[src/rtl/seg_display_mux.sv]
// Four-digit multiplexed seven-segment driver: latches BCD digits and decimal points,
// then scans them onto a shared active-low segment bus with active-low anodes.
module seg_display_mux #(
  parameter int unsigned REFRESH_DIV   = 50000,
  parameter bit          BLANK_LEADING = 1'b1
) (
  input  logic        clk,
  input  logic        rst,
  input  logic        load,
  input  logic [15:0] digits_in,
  input  logic [3:0]  dp_in,
  input  logic        en,
  output logic [6:0]  y,
  output logic        dp,
  output logic [3:0]  control
);

  localparam int unsigned CNT_W = $clog2(REFRESH_DIV);
  localparam logic [CNT_W-1:0] CNT_MAX = CNT_W'(REFRESH_DIV - 1);
  localparam logic [6:0] SEG_OFF = 7'b1111111;

  logic [CNT_W-1:0] cnt;
  logic [1:0]       idx;
  logic [3:0]       digit_reg [4];
  logic [3:0]       dp_reg;

  logic       tick_c;
  logic [3:0] cur_digit_c;
  logic       blank_c;
  logic [6:0] glyph_c;
  logic [3:0] anode_c;

  // Slot decode: selected digit, leading-zero blanking, glyph and anode
  always_comb begin
    tick_c      = (cnt == CNT_MAX);
    cur_digit_c = digit_reg[idx];
    blank_c     = 1'b0;
    glyph_c     = 7'b0111111;
    anode_c     = 4'b1111;

    unique case (idx)
      2'd0: blank_c = 1'b0;
      2'd1: blank_c = (digit_reg[3] == 4'd0) && (digit_reg[2] == 4'd0) && (digit_reg[1] == 4'd0);
      2'd2: blank_c = (digit_reg[3] == 4'd0) && (digit_reg[2] == 4'd0);
      2'd3: blank_c = (digit_reg[3] == 4'd0);
      default: blank_c = 1'b0;
    endcase
    blank_c = blank_c && BLANK_LEADING;

    case (cur_digit_c)
      4'd0: glyph_c = 7'b1000000;
      4'd1: glyph_c = 7'b1111001;
      4'd2: glyph_c = 7'b0100100;
      4'd3: glyph_c = 7'b0110000;
      4'd4: glyph_c = 7'b0011001;
      4'd5: glyph_c = 7'b0010010;
      4'd6: glyph_c = 7'b0000010;
      4'd7: glyph_c = 7'b1111000;
      4'd8: glyph_c = 7'b0000000;
      4'd9: glyph_c = 7'b0011000;
      default: glyph_c = 7'b0111111;
    endcase

    unique case (idx)
      2'd0: anode_c = 4'b1110;
      2'd1: anode_c = 4'b1101;
      2'd2: anode_c = 4'b1011;
      2'd3: anode_c = 4'b0111;
      default: anode_c = 4'b1111;
    endcase
  end

  // Prescaler, slot index, digit latch and registered display outputs
  always_ff @(posedge clk) begin
    if (rst) begin
      cnt     <= '0;
      idx     <= '0;
      for (int i = 0; i < 4; i++) digit_reg[i] <= '0;
      dp_reg  <= '0;
      y       <= SEG_OFF;
      dp      <= 1'b1;
      control <= 4'b1111;
    end else begin
      cnt <= tick_c ? '0 : cnt + CNT_W'(1);
      if (tick_c) idx <= idx + 2'd1;
      if (load) begin
        for (int i = 0; i < 4; i++) digit_reg[i] <= digits_in[i*4 +: 4];
        dp_reg <= dp_in;
      end
      if (en) begin
        control <= anode_c;
        y       <= blank_c ? SEG_OFF : glyph_c;
        dp      <= ~dp_reg[idx];
      end else begin
        control <= 4'b1111;
        y       <= SEG_OFF;
        dp      <= 1'b1;
      end
    end
  end

endmodule

[config.mk]
export PLATFORM = sky130hd
export DESIGN_NAME = seg_display_mux
export DESIGN_NICKNAME = d
export VERILOG_FILES = /design/src/rtl/seg_display_mux.sv
export SDC_FILE = /design/constraint.sdc
export NUM_CORES = 1
export LEC_CHECK = 0
export ABC_CLOCK_PERIOD_IN_PS = 2200
export CAP_MARGIN = 20
export CORE_UTILIZATION = 53
export DETAILED_ROUTE_END_ITERATION = 10
export GPL_ROUTABILITY_DRIVEN = 0
export PLACE_DENSITY = 0.82
export SLEW_MARGIN = 20
export SYNTH_ARGS = -nofsm -noshare
export SYNTH_HDL_FRONTEND = slang
export SYNTH_SLANG_ARGS = --single-unit
[constraint.sdc]
create_clock -name clk -period 2.2 [get_ports clk]
set_input_delay 0.55 -clock clk [delete_from_list [all_inputs] [get_ports clk]]
set_output_delay 0.55 -clock clk [all_outputs]
set_load 0.05 [all_outputs]
# Yosys cells after proc, flatten, opt, wreduce, memory -nomap -nowiden
# Memories as Yosys holds them, arrays and structs flattened. A register that Yosys moved wholly into a read port is not among the register bits.
# Index checks and enable logic that the tools add are counted.
# totals
mem_bits_rw,16
n_memories,2
input_bits,24
mem_bits_ro,112
register_bits,27
# memory_table
name,depth,width,read_ports,rd_clocked_by_memory_dff,write_ports,line_no,text
(name not given),16,7,1,1,0,50,case (cur_digit_c)
digit_reg,4,4,4,1,4,24,logic [3:0] digit_reg [4];
# op_classes
eq_ne,4
addsub,2
n_mux,15
n_reduce_logical,9
n_lt_le_gt_ge,1
n_bitwise,6
# ops
op,count
"16-bit by 1-bit adder with 16-bit output, second input constant",1
"16-bit == test, second input constant",1
4-bit two-way mux,4
4-bit one-hot mux with 4 select lines,1
4-bit zero test,3
1-bit two-way mux,6
"2-bit == test, second input constant",2
2-bit two-way mux,2
1-bit bitwise OR,4
1-bit one-hot mux with 4 select lines,1
2-bit OR reduction,2
"2-bit by 3-bit < comparator with 1-bit output, second input constant",1
3-bit OR reduction,1
"2-bit by 1-bit adder with 2-bit output, second input constant",1
1-bit binary-select mux with 2-bit select,1
"2-bit by 1-bit == test with 1-bit output, second input constant",1
1-bit logical AND,2
2-bit zero test,1
1-bit NOT,2

# Depth between registers and ports, before layout
# depth
depth_word,5
depth_mapped,8

# Worst setup path after synthesis
# No wires, ideal clock.
# synth_path
path_type,reg2reg
from,register (tool-made name)
to,register y[4]
period_less_slack_ns,1.887
slack_ns,0.313
stages_incl_launch_ff,8
arrival_ns,1.766
setup_ns,0.120
n_path_buf,0
path_cell_list,dfxtp_1 mux4_2 inv_1 ha_1 inv_1 mux2_1 o21ai_1 nand2_1
# synth_rtl
element,line_no,text
to (decl),13,"output logic [6:0] y,"

==> flow_summary.yaml <==
detailed_routing:
  via_count: 1531
  routedWlPerCell_microns: 12.17
  viasPerCell: 5.172
  drt_iter0_markers: 82
  drcViolationCount: 0
  dr.pass1.iters: 4
  wirelength_microns: 3601
  antenna_left: 0
placed_design:
  portBuffers: 35
  hpwl_microns: 2729
  place_ws_ps: 90.41
  place_area_sq_um: 2689
pwr:
  ir_drop_v: 0.0005221
  power.leakage_nw: 1.064
  powerDensity_nw_per_um2: 635.8
  total_power_mw: 1.758
sta:
  rsz0062_at_grt: "no"
  timing.fmax_ghz: 0.4953
  whs_ps: 484.4
  fin_tns_setup_ps: 0
  min_period_over_period: 0.9178
  worst_pin_slew_ps: 723.0
  drv_slew: 0
  period_minus_slack_ps: 2019
  slew-limit-headroom: 0.5170
  setup_viol: 0
  fin_skew_ps: 4.016
  final_hold_viol_count: 0
  layout_setup_ws_ps: 180.9
global_routing:
  antenna_found_initial: 0
  grt-ovfl-total: 0
  grt_pass1_vias: 1515
  grt_pass1_wl_microns: 6341
  grt_max_degree: 17
  grt_usage: 0.1885
floorplan:
  ios: 36
  die-area_sq_um: 4611
  die_h_microns: 67.91
  core_sq_um: 4086
  die_x_microns: 67.91
  num_rows: 23
  start_util: 0.5634
logic_synthesis:
  synth_xor_area_frac: 0.04946
  yosys-mux-area-fraction: 0.08641
  async_flop_share: 0
  ys_types: 39
  synth_area_sq_um: 2302
  yosys.area_share.simple: 0.2071
  synthAdderAreaFrac: 0.06522
  ys_seq_elements: 52
  synth-main-ff-cell: "dfxtp_1"
  synth_top_family_by_area: "simple AND/OR/NAND/NOR gates"
  synth_compound_area_frac: 0.03424
  seq_area_frac_synth: 0.5217
  syn-num-nets: 246
  synth_edf_count: 16
  synthCells: 210
  yosys_warnings: 0
  syn_avg_cell_area_sq_um: 10.96
clocking:
  cts_setup_buffers: 0
  clkTransAtPathRegs_ps: 80
  cts_made_buffers: 5
  tritoncts: "built"
  clock_path_buffers: 2
  cts_resized: 0
  clockRootBuffer: "clkbuf_8"
  cts.htree.levels: 2
  hold_buffers: 0
  insertion_delay_ps: 290
  cts_sinks: 52
setup_path:
  crit_path_end_kind: "flip-flop"
  crit_fanout: 5
  crit_arrival_ps: 2200
  path_class: "reg -> reg"
  cp-start-kind: "flip-flop"
  required_ps: 2380
run:
  cap_violations: 0
hold_path:
  hp-class: "reg -> reg"
layout:
  layout-drive-gt1-share: 0.06911
  antenna_cells: 0
  nNetsFinal: 282
  final_area_sq_um: 2765
  final_cell_mix: "dfxtp_1, clkdlybuf4s50_1, nor2_1"
  layout_commonest_cell: "dfxtp_1"
  areaGrowthSynthToFinish_pct: 20.11
run_status:
  status: "complete, no violations"
==> worst max-delay path: stages (launching register included) <==
cell and delay (ps):
dfxtp_1 470, mux4_2 600, inv_1 130, ha_1 190
inv_1 50, mux2_1 300, o21ai_1 120, nand2_1 60
==> through the flow <==
step,util,cells
floorplan,-,210
global route,0.6767,296
global placement,0.6580,289
detailed placement,0.6580,289
finish,0.6767,296
CTS,0.6767,296
==> cells by family after synthesis <==
kind of cell | count (synthesis)
simple gates | 89
flops | 52
buf+inv | 17
compound gates | 14
xor+xnor | 13
mux | 13
fa+ha+maj | 12
==> final timing paths <==
check,from,endpoint,slack [ps],depth (start not counted)
worst max-delay path,flip-flop,y[4],180,7
worst min-delay path,cnt[15],cnt[15],480,2
worst max register to register,flip-flop,y[4],180,7
worst min register to register,cnt[15],cnt[15],480,2
==> per-layer routing <==
layer / global-route usage / part of all wire / up-vias
met5: 0 / 0 / -
met4: 0.07031 / 0.0092 / 0
met3: 0.06500 / 0.037 / 4
met2: 0.3354 / 0.51 / 30
met1: 0.2053 / 0.44 / 710
li1: - / - / 787
==> where the power goes <==
part	internal, mW	switching [mW]	total [mW]
Sequential	1.03	0.0206	1.05
Clock	0.219	0.268	0.487
Combinational	0.108	0.110	0.218
Total	1.36	0.398	1.76
==> area by class of cell <==
class,count,area [sq um]
Sequential cell,52,1201
Clock buffer,7,76.32
Multi-Input combinational cell,141,1018
Timing Repair Buffer,39,380.4
Tap cell,50,62.56
Inverter,7,26.28
Fill cell,333,1321
==> synth_stat cells, types with 3 or more instances <==
master / n / share of area
edfxtp_1: 16 / 0.21
xor2_1: 10 / 0.038
nand2_1: 12 / 0.020
and4_1: 3 / 0.011
and2_1: 16 / 0.043
dfxtp_1: 36 / 0.31
a21oi_1: 3 / 0.0065
nand4_1: 5 / 0.014
clkbuf_1: 4 / 0.0065
o21ai_0: 6 / 0.013
nor3_1: 3 / 0.0065
mux2i_1: 6 / 0.026
xnor2_1: 3 / 0.011
buf_2: 3 / 0.0065
ha_1: 12 / 0.065
nor2_1: 25 / 0.041
mux4_2: 5 / 0.049
nand3_1: 6 / 0.013
inv_1: 7 / 0.011
No activity file was read; power rests on OpenSTA's default activity.
